File: config.mk
export PLATFORM = sky130hd
export DESIGN_NAME = ace_ccu_rd_serializer
export DESIGN_NICKNAME = d
export VERILOG_FILES = /design/src/rtl/ace_ccu_rd_serializer.sv
export SDC_FILE = /design/constraint.sdc
export NUM_CORES = 1
export LEC_CHECK = 0
export ABC_AREA = 1
export CORE_AREA = 2 2 113 115
export CTS_CLUSTER_SIZE = 8
export DETAILED_ROUTE_END_ITERATION = 12
export DIE_AREA = 0 0 115 117
export PLACE_DENSITY = 0.79
export SYNTH_ARGS = -nofsm -noshare
export SYNTH_HDL_FRONTEND = slang
export SYNTH_SLANG_ARGS = --single-unit
export TNS_END_PERCENT = 20
File: constraint.sdc
create_clock -name clk_i -period 2.2 [get_ports clk_i]
set_input_delay 0.22 -clock clk_i [delete_from_list [all_inputs] [get_ports clk_i]]
set_output_delay 0.22 -clock clk_i [all_outputs]
set_load 0.01 [all_outputs]
File: src/rtl/ace_ccu_rd_serializer.sv
// Round-robin arbiter and serializer for shareable ACE reads: one read in flight at a time.
// The winning port index is prefixed onto the AR ID, and R beats are steered back to that port.
module ace_ccu_rd_serializer #(
  parameter int unsigned NoSlvPorts = 2,
  parameter int unsigned IdWidth    = 4,
  parameter int unsigned AddrWidth  = 32,
  parameter int unsigned DataWidth  = 64,
  localparam int unsigned IdxW      = (NoSlvPorts > 1) ? $clog2(NoSlvPorts) : 1
) (
  input  logic                            clk_i,
  input  logic                            rst_i,
  input  logic [NoSlvPorts-1:0]           slv_ar_valid_i,
  output logic [NoSlvPorts-1:0]           slv_ar_ready_o,
  input  logic [NoSlvPorts*IdWidth-1:0]   slv_ar_id_i,
  input  logic [NoSlvPorts*AddrWidth-1:0] slv_ar_addr_i,
  input  logic [NoSlvPorts*8-1:0]         slv_ar_len_i,
  output logic [NoSlvPorts-1:0]           slv_r_valid_o,
  input  logic [NoSlvPorts-1:0]           slv_r_ready_i,
  output logic [IdWidth-1:0]              slv_r_id_o,
  output logic [DataWidth-1:0]            slv_r_data_o,
  output logic [1:0]                      slv_r_resp_o,
  output logic                            slv_r_last_o,
  output logic                            mst_ar_valid_o,
  input  logic                            mst_ar_ready_i,
  output logic [IdWidth+IdxW-1:0]         mst_ar_id_o,
  output logic [AddrWidth-1:0]            mst_ar_addr_o,
  output logic [7:0]                      mst_ar_len_o,
  input  logic                            mst_r_valid_i,
  output logic                            mst_r_ready_o,
  input  logic [IdWidth+IdxW-1:0]         mst_r_id_i,
  input  logic [DataWidth-1:0]            mst_r_data_i,
  input  logic [1:0]                      mst_r_resp_i,
  input  logic                            mst_r_last_i,
  output logic                            busy_o,
  output logic                            len_err_o
);

  typedef enum logic [1:0] {IDLE, ADDR, DATA} state_t;

  state_t                 state_reg, state_next;
  logic [IdxW-1:0]        rr_ptr_reg, rr_ptr_next;
  logic [IdxW-1:0]        grant_reg, grant_next;
  logic [IdWidth-1:0]     id_reg, id_next;
  logic [AddrWidth-1:0]   addr_reg, addr_next;
  logic [7:0]             len_reg, len_next;
  logic [7:0]             beat_cnt_reg, beat_cnt_next;
  logic                   len_err_reg, len_err_next;

  logic [IdWidth-1:0]     ar_id   [NoSlvPorts];
  logic [AddrWidth-1:0]   ar_addr [NoSlvPorts];
  logic [7:0]             ar_len  [NoSlvPorts];
  logic [IdxW-1:0]        cand_idx [NoSlvPorts];
  logic [NoSlvPorts-1:0]  cand_req;
  logic                   grant_found;
  logic [IdxW-1:0]        grant_idx;
  logic                   r_hs;

  // cand_idx[k] is the port k positions after rr_ptr, wrapping at NoSlvPorts.
  for (genvar gi = 0; gi < NoSlvPorts; gi++) begin : g_port
    logic [IdxW:0] sum;
    assign ar_id[gi]   = slv_ar_id_i[gi*IdWidth +: IdWidth];
    assign ar_addr[gi] = slv_ar_addr_i[gi*AddrWidth +: AddrWidth];
    assign ar_len[gi]  = slv_ar_len_i[gi*8 +: 8];
    assign sum         = {1'b0, rr_ptr_reg} + (IdxW+1)'(gi);
    assign cand_idx[gi] = (sum >= (IdxW+1)'(NoSlvPorts))
                        ? IdxW'(sum - (IdxW+1)'(NoSlvPorts)) : sum[IdxW-1:0];
    assign cand_req[gi] = slv_ar_valid_i[cand_idx[gi]];
  end

  // Descending scan so the smallest offset from rr_ptr wins.
  always_comb begin
    grant_found = 1'b0;
    grant_idx   = '0;
    for (int i = int'(NoSlvPorts) - 1; i >= 0; i--) begin
      if (cand_req[i]) begin
        grant_found = 1'b1;
        grant_idx   = cand_idx[i];
      end
    end
  end

  assign r_hs = mst_r_valid_i && slv_r_ready_i[grant_reg];

  always_comb begin
    state_next     = state_reg;
    rr_ptr_next    = rr_ptr_reg;
    grant_next     = grant_reg;
    id_next        = id_reg;
    addr_next      = addr_reg;
    len_next       = len_reg;
    beat_cnt_next  = beat_cnt_reg;
    len_err_next   = 1'b0;
    slv_ar_ready_o = '0;
    slv_r_valid_o  = '0;
    mst_ar_valid_o = 1'b0;
    mst_r_ready_o  = 1'b0;
    case (state_reg)
      IDLE: begin
        // Ready is withheld during reset so no request is accepted and then lost.
        if (grant_found && !rst_i) begin
          slv_ar_ready_o[grant_idx] = 1'b1;
          grant_next    = grant_idx;
          id_next       = ar_id[grant_idx];
          addr_next     = ar_addr[grant_idx];
          len_next      = ar_len[grant_idx];
          beat_cnt_next = '0;
          rr_ptr_next   = (grant_idx == IdxW'(NoSlvPorts - 1)) ? '0 : grant_idx + IdxW'(1);
          state_next    = ADDR;
        end
      end
      ADDR: begin
        mst_ar_valid_o = 1'b1;
        if (mst_ar_ready_i) state_next = DATA;
      end
      DATA: begin
        slv_r_valid_o[grant_reg] = mst_r_valid_i;
        mst_r_ready_o            = slv_r_ready_i[grant_reg];
        if (r_hs) begin
          beat_cnt_next = beat_cnt_reg + 8'd1;
          len_err_next  = (mst_r_last_i && (beat_cnt_reg != len_reg)) ||
                          (!mst_r_last_i && (beat_cnt_reg == len_reg));
          if (mst_r_last_i) state_next = IDLE;
        end
      end
      default: state_next = IDLE;
    endcase
  end

  always_ff @(posedge clk_i) begin
    if (rst_i) begin
      state_reg    <= IDLE;
      rr_ptr_reg   <= '0;
      grant_reg    <= '0;
      id_reg       <= '0;
      addr_reg     <= '0;
      len_reg      <= '0;
      beat_cnt_reg <= '0;
      len_err_reg  <= 1'b0;
    end else begin
      state_reg    <= state_next;
      rr_ptr_reg   <= rr_ptr_next;
      grant_reg    <= grant_next;
      id_reg       <= id_next;
      addr_reg     <= addr_next;
      len_reg      <= len_next;
      beat_cnt_reg <= beat_cnt_next;
      len_err_reg  <= len_err_next;
    end
  end

  assign mst_ar_id_o   = {grant_reg, id_reg};
  assign mst_ar_addr_o = addr_reg;
  assign mst_ar_len_o  = len_reg;

  assign slv_r_id_o    = mst_r_id_i[IdWidth-1:0];
  assign slv_r_data_o  = mst_r_data_i;
  assign slv_r_resp_o  = mst_r_resp_i;
  assign slv_r_last_o  = mst_r_last_i;

  assign busy_o        = (state_reg != IDLE);
  assign len_err_o     = len_err_reg;

  // The port-index prefix on R is implied by grant_reg and not needed again.
  logic unused_r_idx;
  assign unused_r_idx = ^mst_r_id_i[IdWidth+IdxW-1:IdWidth];

endmodule

==> flow_summary.ini <==
[die]
core-area_mm2 = 0.0123
placementRows = 41
start_util_pct = 25.5
dieArea_mm2 = 0.0135
io_pins = 292
die_w_um = 115
chipHeight_um = 117

[global_routing]
antenna_found_initial = 0
grt_usage_pct = 13.4
grt_max_degree = 47
grt_pass1_vias = 2764
grt_pass1_wl_um = 13600
overflow = 0

[synthesis]
ys_seq_elements = 57
ys_types = 25
postSynthCellCount = 443
synth_area_leaders = dfxtp_1 36%, nand2_1 20%, buf_4 18%
postSynthAreaPerCell_um2 = 7.09
synth_area_leader_cell = dfxtp_1
yosys_warnings = 0
syn_nets = 612
netlist.area_leader.share_pct = 36.3
synth_area_mm2 = 0.00314
yosysSeqAreaShare_pct = 36.3

[pwr]
power_leakage_nw = 1.69
p_int_mw = 2.36
swShare_pct = 26.3
vdd_drop_max_mv = 0.376
finalPower_mw = 3.20
combPwrFrac_pct = 21.5
cellPowerDensity_mw_per_mm2 = 711
power_frac_seq_pct = 36.3
power.switching_mw = 0.844
p_clk_share_pct = 42.1

[sta]
final-setup-viol-count = 0
setup_slack_ns = 0.170
fmaxAchievable_mhz = 493
setup_tns_ns = 0
skew_ns = 0.00398
slew_headroom_pct = 64.6
whs_ns = 0.201
max_slew.worst_pin.slew_ns = 0.525
fin_crit_sh_pct = 92.3
fin_crit_ns = 2.03
rsz0062_at_grt = false
hold_viol = 0
finalMaxSlewViolations = 0

[place]
dp_slack_ns = 0.151
io_buffer_count = 150
place_inst = 658
place_area_mm2 = 0.00422
gp_congestion = 0.760
place_hpwl_um = 6620

[drt]
initialDrtViolationCount = 109
dr.pass1.iters = 4
wire_per_inst_um = 13.5
drcViolationCount = 0
avgViaCountPerCell = 4.43
vias = 2979
ant_nets = 0
finalWirelength_um = 9100

[clocking]
max-clock-path-buffers = 2
clock_latency_ns = 0.32
cts_root_buffer = clkbuf_16
cts_made_buffers = 9
cts.sink_count = 57
cts_setup_buffers = 0
htreeDepth = 3
cts.clk_slew.worst_paths_ns = 0.05
postCtsResizedCells = 0
cts_tree = built
holdBufCountCts = 0

[cells_and_area]
syn_to_final_growth_pct = 43.5
final_nets = 688
nFillCells = 1274
layout-drive-gt1-share_pct = 5.74
finalNonFillerCells = 673
multiInputGateArea_mm2 = 0.00123
finalInstanceArea_mm2 = 0.00451
register_area_mm2 = 0.00114
n_antenna_cell = 0
fin_util_pct = 36.6
largest_reg_flops = 32

[run]
maxCapViolCount = 0

[hold_path]
hp-class = input port to flop

[status]
status = finished, final reports clean

[setup_path]
crit_type = input port to output port
critPathMaxFanout = 3
cp.arrival_ns = 1.81
cp_data_required_time_ns = 1.98
cp-end-kind = output port
start_kind = input port
## worst paths after layout
check | start | endpoint | slack [ns] | depth (start not counted)
setup / recovery | slv_ar_valid_i[0] | slv_ar_ready_o[1] | 0.17 | 5
hold / removal | rst_i | beat_cnt_reg[0] | 0.20 | 4
setup reg to reg | state_reg[1] | mst_ar_len_o[2] | 0.65 | 6
hold reg to reg | mst_ar_addr_o[16] | mst_ar_addr_o[16] | 0.46 | 2
## power groups by stage
stage	Combinational, mW	Clock (mW)	Sequential (mW)
2_1_floorplan	0.405	0	1.21
3_3_place_gp	0.695	0	1.18
3_5_place_dp	0.698	0	1.18
4_1_cts	0.701	1.40	1.16
5_1_grt	0.754	1.45	1.17
6_report	0.690	1.35	1.16
## logic make-up (layout without fill, tap and decap cells)
| group | after synthesis | count (layout) | share of synthesized area, % |
|---|---|---|---|
| compound gates | 56 | 56 | 10.7 |
| xor+xnor | 4 | 4 | 1.11 |
| fa+ha+maj | 1 | 1 | 0.398 |
| buf+inv | 115 | 195 | 24.4 |
| flops | 57 | 57 | 36.3 |
| simple gates | 210 | 210 | 27.1 |
## worst max-delay path, cell delays in order
cell and delay (ns):
clkdlybuf4s50_1 0.48, inv_1 0.05, o21ai_0 0.43, nor2_4 0.12
clkdlybuf4s50_1 0.50
## final cells by class
| class | instances | area share, % |
|---|---|---|
| multi-input cells | 271 | 27.4 |
| repair buffers | 156 | 34.7 |
| clock buffers | 9 | 5.00 |
| inverters | 24 | 2.05 |
| well taps | 150 | 4.16 |
| flip-flops and latches | 57 | 25.3 |
| clock inverters | 6 | 1.33 |
## routing by layer
layer / routed length (um) / global-route usage, %
met1: 3730 / 14.6
met5: 0 / 0
met3: 835 / 5.61
met2: 4270 / 22.0
met4: 267 / 7.31
## cells in the mapped netlist (all sizes together)
cell type / number
nand2: 173
buf: 87
dfxtp: 57
a31oi: 37
inv: 24
nor2: 21
a21oi: 13
nand3: 10
clkbuf: 4
xnor2: 4
nor3: 3
nand4: 2
o21ai: 2
o22ai: 2
and3: 1
ha: 1
o211ai: 1
o41ai: 1
## placed cells by master (no fill, tap or decap), types with 4 or more instances in the layout
master / count
nand3_1: 9
a21oi_1: 13
inv_1: 22
clkbuf_16: 9
buf_4: 4
clkdlybuf4s50_1: 149
dfxtp_1: 57
nor2_1: 18
nand2_1: 171
xnor2_1: 4
a31oi_1: 37
(Power assumes the default switching activity.)
